[src/rtl/serial_add_ctrl.sv]
`default_nettype none
// +----------------------------------------------------------------------------+
// | serial_add_ctrl : bit-serial adder, one shared fa cell, one bit per clock. |
// | Optional overflow output enabled by defining SERIAL_ADD_OVF_EN.            |
// | Revision: 1.0                                                              |
// +----------------------------------------------------------------------------+

module fa (
  input  logic a,
  input  logic b,
  input  logic cin,
  output logic s,
  output logic cout
);
  assign s    = a ^ b ^ cin;
  assign cout = (a & b) | (cin & (a ^ b));
endmodule

module serial_add_ctrl #(
  parameter int WIDTH = 8
) (
  input  logic             clk,
  input  logic             rst,
  input  logic             start,
  input  logic [WIDTH-1:0] a,
  input  logic [WIDTH-1:0] b,
  input  logic             cin,
  output logic             busy,
  output logic             done,
  output logic [WIDTH-1:0] sum,
  output logic             cout
`ifdef SERIAL_ADD_OVF_EN
  ,
  output logic             ovf
`endif
);

  localparam int CNT_W = $clog2(WIDTH);

  localparam logic [1:0] S_IDLE = 2'd0;
  localparam logic [1:0] S_RUN  = 2'd1;
  localparam logic [1:0] S_DONE = 2'd2;

  logic [1:0]       state_q, state_d;
  logic [WIDTH-1:0] a_sh_q, a_sh_d;
  logic [WIDTH-1:0] b_sh_q, b_sh_d;
  logic             carry_q, carry_d;
  logic [CNT_W-1:0] cnt_q, cnt_d;
  // Holds the WIDTH-1 low result bits; the MSB comes straight from fa on the last step.
  logic [WIDTH-2:0] ws_q, ws_d;
  logic [WIDTH-1:0] sum_q, sum_d;
  logic             cout_q, cout_d;
`ifdef SERIAL_ADD_OVF_EN
  logic             ovf_q, ovf_d;
`endif

  logic fa_s;
  logic fa_cout;
  logic accept;
  logic last_step;

  fa u_fa (
    .a    (a_sh_q[0]),
    .b    (b_sh_q[0]),
    .cin  (carry_q),
    .s    (fa_s),
    .cout (fa_cout)
  );

  assign accept    = (state_q == S_IDLE) && start;
  assign last_step = (state_q == S_RUN) && (cnt_q == CNT_W'(WIDTH - 1));

  // State register
  always_ff @(posedge clk or posedge rst) begin
    if (rst) begin
      state_q <= S_IDLE;
    end else begin
      state_q <= state_d;
    end
  end

  // Next-state logic
  always_comb begin
    state_d = state_q;
    case (state_q)
      S_IDLE:  if (start) state_d = S_RUN;
      S_RUN:   if (last_step) state_d = S_DONE;
      S_DONE:  state_d = S_IDLE;
      default: state_d = S_IDLE;
    endcase
  end

  // Output logic
  always_comb begin
    busy = (state_q == S_RUN);
    done = (state_q == S_DONE);
    sum  = sum_q;
    cout = cout_q;
`ifdef SERIAL_ADD_OVF_EN
    ovf  = ovf_q;
`endif
  end

  always_comb begin
    a_sh_d  = a_sh_q;
    b_sh_d  = b_sh_q;
    carry_d = carry_q;
    cnt_d   = cnt_q;
    ws_d    = ws_q;
    sum_d   = sum_q;
    cout_d  = cout_q;
`ifdef SERIAL_ADD_OVF_EN
    ovf_d   = ovf_q;
`endif
    if (accept) begin
      a_sh_d  = a;
      b_sh_d  = b;
      carry_d = cin;
      cnt_d   = '0;
      ws_d    = '0;
    end else if (state_q == S_RUN) begin
      ws_d    = {fa_s, ws_q} >> 1;
      a_sh_d  = a_sh_q >> 1;
      b_sh_d  = b_sh_q >> 1;
      carry_d = fa_cout;
      cnt_d   = cnt_q + CNT_W'(1);
      if (last_step) begin
        sum_d  = {fa_s, ws_q};
        cout_d = fa_cout;
`ifdef SERIAL_ADD_OVF_EN
        // carry_q here is the carry into the MSB position.
        ovf_d  = carry_q ^ fa_cout;
`endif
      end
    end
  end

  always_ff @(posedge clk or posedge rst) begin
    if (rst) begin
      a_sh_q  <= '0;
      b_sh_q  <= '0;
      carry_q <= 1'b0;
      cnt_q   <= '0;
      ws_q    <= '0;
      sum_q   <= '0;
      cout_q  <= 1'b0;
`ifdef SERIAL_ADD_OVF_EN
      ovf_q   <= 1'b0;
`endif
    end else begin
      a_sh_q  <= a_sh_d;
      b_sh_q  <= b_sh_d;
      carry_q <= carry_d;
      cnt_q   <= cnt_d;
      ws_q    <= ws_d;
      sum_q   <= sum_d;
      cout_q  <= cout_d;
`ifdef SERIAL_ADD_OVF_EN
      ovf_q   <= ovf_d;
`endif
    end
  end

endmodule
`default_nettype wire

[config.mk]
export PLATFORM = sky130hd
export DESIGN_NAME = serial_add_ctrl
export DESIGN_NICKNAME = d
export VERILOG_FILES = /design/src/rtl/serial_add_ctrl.sv
export SDC_FILE = /design/constraint.sdc
export NUM_CORES = 1
export LEC_CHECK = 0
export CAP_MARGIN = 20
export CORE_MARGIN = 1.5
export CORE_UTILIZATION = 40
export DETAILED_ROUTE_END_ITERATION = 6
export PLACE_DENSITY = 0.75
export RECOVER_POWER = 25
export SLEW_MARGIN = 0
export SYNTH_ARGS = -nofsm -noshare
export SYNTH_HDL_FRONTEND = slang
export SYNTH_SLANG_ARGS = --single-unit
[constraint.sdc]
create_clock -name clk -period 1.5 [get_ports clk]
set_clock_uncertainty 0.15 [all_clocks]
set_input_delay 0.3 -clock clk [delete_from_list [all_inputs] [get_ports clk]]
set_output_delay 0.3 -clock clk [all_outputs]
set_load 0.01 [all_outputs]
==> results of run 1 <==
-- cells in the final DEF, fill, tap and decap left out, types with 2 or more instances in the layout --
master           synthesis  final
dfrtp_1                 38     37
inv_1                   19     19
clkdlybuf4s50_1          0     19
nor3b_1                 14     14
a211oi_2                 0     10
buf_4                    2     10
mux2_4                   0      9
a22o_1                   9      9
dlygate4sd2_1            0      9
nor4b_1                 14      7
clkbuf_8                 0      6
nor4b_2                  0      5
a211oi_1                14      4
buf_6                    4      3
nor4b_4                  0      2
nand3b_4                 1      2
buf_2                    3      2
buf_12                   0      2
-- power by group --
part	leakage [nW]	switching (mW)	internal, mW
registers	0.464	0.298	1.49
clock network	0.0482	0.347	0.370
logic	0.600	0.944	1.16
total	1.11	1.59	3.03
-- cell usage after synthesis --
master	number	area, µm²
dfrtp_1	38	950.9
inv_1	19	71.32
a211oi_1	14	105.1
nor3b_1	14	105.1
nor4b_1	14	122.6
a22o_1	9	78.83
mux2_2	7	78.83
buf_6	4	45.04
buf_2	3	15.01
clkbuf_1	3	11.26
mux2_1	3	33.78
buf_4	2	15.01
ha_1	2	25.02
nor2_1	2	7.510
nor2b_1	2	12.51
a21oi_1	1	5.000
a222oi_1	1	10.01
a32o_1	1	10.01
clkbuf_2	1	5.000
fa_1	1	20.02
nand2_1	1	3.750
nand3b_4	1	20.02
nand4bb_1	1	11.26
o21bai_4	1	18.77
o311ai_0	1	8.760
-- state kept, by name, indices dropped and copies added, names as in the netlist --
register,flops
cout,1
ws_q,7
a_sh_q,8
carry_q,1
cnt_q,3
sum,8
state_q,2
b_sh_q,8
-- metal layers --
layer,vias to the layer above,wire [µm],GRT usage [%]
met1,644,1778,20.75
met5,-,0,0
li1,612,-,-
met3,4,159,5.628
met4,0,42,5.556
met2,34,1775,24.55
-- timing repair --
| action | CTS | global route |
|---|---|---|
| pin swaps | 1 | 2 |
| buffers inserted | 1 | 3 |
| gates cloned | 1 | 0 |
| gates resized for setup | 21 | 35 |
| endpoints found under the setup margin | 24 | 36 |
-- metrics by stage --
step                TNS (ns)  hold slack [ns]  total power [mW]
floorplan                  0           0.3120             2.967
global placement      -3.159           0.3258             3.456
detailed placement    -4.889           0.3383             3.569
CTS                  -0.3020           0.2253             4.270
global route         -0.8544           0.3797             4.971
finish              -0.04051           0.3514             4.616
-- critical path: cells and delay by family, from the launching register on --
family | cells | cell delay (ns)
buf+inv | 2 | 0.24
simple gates | 1 | 0.13
flops | 1 | 0.41
-- cell type report --
class / instances / area, µm²
fill: 364 / 1849
tap: 52 / 65.06
clock inverter: 1 / 5.005
multi-input combinational: 77 / 867.1
clock buffer: 7 / 86.33
timing repair buffer: 45 / 427.9
sequential: 38 / 952.2
inverter: 19 / 71.32
-- cells by family (layout without fill, tap and decap cells) --
logic type,after synthesis,in the layout,synth area share [%]
DFF,38,38,53.11
and+or+nand+nor,35,36,15.79
buffers and inverters,32,72,9.084
AOI/OAI and AO/OA,28,28,13.21
muxes,10,10,6.289
adders and majority gates,3,3,2.516
-- worst max path at each step --
| stage | from | end | slack [ns] | depth (start not counted) |
|---|---|---|---|---|
| 3_5_place_dp | start | carry_q$_DFFE_PP0P_ | -0.33 | 4 |
| 3_3_place_gp | start | a_sh_q[0]$_DFFE_PP0P_ | -0.17 | 4 |
| 6_report | state_q[1]$_DFFE_PP0P_ | busy | -0.02 | 3 |
| 5_1_grt | state_q[1]$_DFFE_PP0P_ | b_sh_q[2]$_DFFE_PP0P_ | -0.07 | 4 |
| 2_1_floorplan | cnt_q[1]$_DFFE_PP0P_ | sum[0]$_DFFE_PP0P_ | 0.002 | 5 |
| 4_1_cts | state_q[1]$_DFFE_PP0P_ | done | -0.1 | 3 |
==> impl_metrics.toml, run 1 <==
[worst_setup_path]
start_kind = "register"
crit-reg2reg-launch = "state_q[1]$_DFFE_PP0P_"
arrival_ns = 1.07
crit_chain = "buf_6, nor2b_4, buf_6"
reg2reg_to = "b_sh_q[2]$_DFFE_PP0P_"
crit_path_max_incr_delay_ns = 0.41
endpoint_kind = "output pin"
cp_common_cell = "buf_6"
r2r_setup_slack_ns = -0.01
required_ns = 1.05
slowest_stage = "dfrtp_1"
cp_max_fo = 3
reg2reg_depth = 4
critical_path_class = "reg -> out"

[die]
initial_core_util_pct = 41.41
die_area_um2 = 4887
die_h_um = 69.91
chipWidth_um = 69.91
core_area_um2 = 4324
rows = 24
pin_count = 31

[drt]
ant_nets = 0
vias = 1294
routed_wl_mm = 3.755
routed_via_density = 5.414
wl_per_cell_um = 15.71
drt_first_pass_iters = 4
drc = 0
initialDrtViolationCount = 68

[power]
leakage_nw = 1.113
ir_drop_mv = 0.7840
power_density_nw_per_um2 = 1865

[timing]
finalHoldViolCount = 0
setup_ws_ns = -0.02493
fin_crit_sh_pct = 101.7
tightest_slew_ns = 0.8253
relSlewSlack_pct = 44.98
slew_viol_final = 0
max_freq_mhz = 655.8
layout_min_cycle_time_ns = 1.525
setup_viol = 4
rsz0062_at_grt = "true"

[synth]
synth_seq_cells = 38
synthCells = 146
synth_nets = 169
yosysWarnings = 0
avgSynthCellArea_um2 = 12.26
ys_seq_area_share_pct = 53.11
syn_area_um2 = 1790
yosys.cell_types.count = 25

[placed_design]
dp_slack_ns = -0.3311
placed_cell_area_um2 = 2187
place_inst = 226
gp_congestion = 0.7507
place.port_buffers = 30
dp_hpwl_mm = 2.418

[clock_network]
clockRootBuffer = "clkbuf_8"
clk_pin_slew_worst_paths_ns = 0.07
tritoncts = "yes"
cts_buffers = 5
cts.path.max_buffers = 2
h-tree-depth = 2
hold_buffers = 0
clock_latency_ns = 0.29
clkSinkCount = 38

[global_route]
grt_first_pass_wirelength_mm = 6.120
grt_overflow = 0
grt_usage_pct = 15.88
antenna_found_initial = 0
grt_pass1_vias = 1305
grt_max_degree = 39

[worst_hold_path]
min_path_cells = 1
min_to = "ws_q[0]$_DFFE_PP0P_"
worstHoldStart = "ws_q[0]$_DFFE_PP0P_"
hold_path.class = "reg -> reg"

[finish]
synthToLayoutAreaGrowth_pct = 38.22
fin_nets = 209
num_antenna_cells = 0
stdcell_count = 239
postLayoutCoreUtil_pct = 57.23
drive_gt1_share_pct = 31.55
design_area_um2 = 2475

[status]
violations = "negative setup slack"
status = "complete, but fails checks"

[run]
maxCapViolCount = 0
No activity file was read; power rests on OpenSTA's default activity.
==> inputs of run 2 (changes only) <==
Settings changed: CORE_UTILIZATION 40 to 27, PLACE_DENSITY 0.75 to 0.57, SLEW_MARGIN 0 to not set.
==> run 2 against run 1 <==
  * The run still ends with negative setup slack left
  * Cell area decreased by 1.3%
  * Sequential share of layout area grew 0.49 points
  * Global-route usage shrank 4.8 points
  * Utilization is 19 points lower
  * Critical path type unchanged
  * Critical endpoint unchanged
  * Largest cell class unchanged
  * Highest routed layer unchanged
==> impl_metrics.toml, run 2 (synthesis gave the netlist of run 1 again) <==
[timing]
finalHoldViolCount = 0
setup_viol = 1
relSlewSlack_pct = 64.83
rsz0062_at_grt = "true"
slew_viol_final = 0
layout_min_cycle_time_ns = 1.512
max_freq_mhz = 661.4
tightest_slew_ns = 0.5276
fin_crit_sh_pct = 100.8
hold_slack_ns = 0.3502
setup_ws_ns = -0.01191

[clock_network]
clockRootBuffer = "clkbuf_8"
clkSinkCount = 38
hold_buffers = 0
cts_buffers = 5
h-tree-depth = 2
cts.path.max_buffers = 2
clock_latency_ns = 0.29
tritoncts = "yes"
clk_pin_slew_worst_paths_ns = 0.07

[worst_setup_path]
crit_chain = "buf_6, nor2b_4, buf_6"
arrival_ns = 1.06
required_ns = 1.05
cp_common_cell = "buf_6"
critical_path_class = "reg -> out"
cp_max_fo = 3
endpoint_kind = "output pin"
start_kind = "register"
crit_path_max_incr_delay_ns = 0.41
slowest_stage = "dfrtp_1"

[die]
chipWidth_um = 84.44
initial_core_util_pct = 28.04
core_area_um2 = 6386
rows = 29
pin_count = 31
die_h_um = 84.44
die_area_um2 = 7129

[finish]
drive_gt1_share_pct = 28.34
final_common_cell = "dfrtp_1"
layout_common_cells = "37 x dfrtp_1, 19 x inv_1, 18 x clkdlybuf4s50_1"
synthToLayoutAreaGrowth_pct = 36.48
postLayoutCoreUtil_pct = 38.26
fin_nets = 211
num_antenna_cells = 0
design_area_um2 = 2444
stdcell_count = 264

[worst_hold_path]
hold_path.class = "reg -> reg"

[status]
violations = "negative setup slack"
status = "complete, but fails checks"

[global_route]
grt_max_degree = 39
grt_pass1_vias = 1258
grt_first_pass_wirelength_mm = 6.306
grt_overflow = 0
grt_usage_pct = 11.09
antenna_found_initial = 0

[placed_design]
placed_cell_area_um2 = 2221
place.port_buffers = 30
gp_congestion = 0.7116
dp_hpwl_mm = 2.391
place_inst = 253

[drt]
drc = 0
routed_via_density = 4.860
wl_per_cell_um = 14.42
vias = 1283
drt_first_pass_iters = 4
ant_nets = 0
routed_wl_mm = 3.807
initialDrtViolationCount = 60

[power]
power_mw = 4.472
leakage_nw = 1.098
ir_drop_mv = 0.5406
power_density_nw_per_um2 = 1830

[run]
maxCapViolCount = 0
==> run 2: cell count changes in the layout (fill, tap and decap cells not counted), sizes merged <==
cell           change
dlygate4sd3        +1
clkdlybuf4s50      -1
clkinv             -1
buf                +1
==> run 2: layout make-up <==
type | count | area [µm²]
Clock buffer | 6 | 82.58
Timing Repair Buffer | 47 | 429.2
Multi-Input combinational cell | 77 | 812.0
Inverter | 19 | 71.32
Tap cell | 77 | 96.34
Sequential cell | 38 | 952.2
Fill cell | 628 | 3943
==> run 2: timing repair <==
item                       in CTS  in global routing
setup endpoints to repair      23                 29
resized for setup              26                 20
cloned                          1                  0
pin swaps                       1                  1
buffers inserted                3                  2
==> run 2: path summary, 6_finish.rpt <==
check                                       startpoint                endpoint  slack, ns  cells after the start
worst max-delay path            state_q[1]$_DFFE_PP0P_                    busy      -0.01                      3
worst min-delay path             b_sh_q[7]$_DFFE_PP0P_   b_sh_q[7]$_DFFE_PP0P_       0.35                      1
worst max register to register    cnt_q[0]$_DFFE_PP0P_      sum[4]$_DFFE_PP0P_       0.01                      4
worst min register to register   b_sh_q[7]$_DFFE_PP0P_   b_sh_q[7]$_DFFE_PP0P_       0.35                      1
max in group asynchronous                          rst  state_q[0]$_DFFE_PP0P_       0.35                      3
min in group asynchronous                          rst      sum[5]$_DFFE_PP0P_       0.46                      3
==> run 2: power by group <==
group	internal [mW]	switching (mW)	leakage, nW
combinational	1.13	0.876	0.591
clock	0.354	0.327	0.0431
sequential	1.49	0.292	0.464
total	2.98	1.49	1.10
==> run 2: per-stage QoR <==
step | setup TNS (ns) | setup slack (ns)
2_1_floorplan | 0 | 0.002157
5_1_grt | -0.5509 | -0.05348
3_5_place_dp | -4.166 | -0.2208
4_1_cts | -0.04792 | -0.04792
6_report | -0.01191 | -0.01191
3_3_place_gp | -3.717 | -0.1799
==> run 2: worst max-delay path, delay by kind of cell, from the launching register on <==
family | cells | cell delay (ns)
buffers and inverters | 2 | 0.24
flip-flops | 1 | 0.41
AND/OR/NAND/NOR | 1 | 0.13
==> run 2: metal layers <==
layer / vias up / wire (µm) / track usage [%]
met5: - / 0 / 0
met4: 0 / 58 / 3.959
met3: 6 / 192 / 2.950
met2: 35 / 1700 / 15.20
met1: 631 / 1855 / 16.72
li1: 611 / - / -
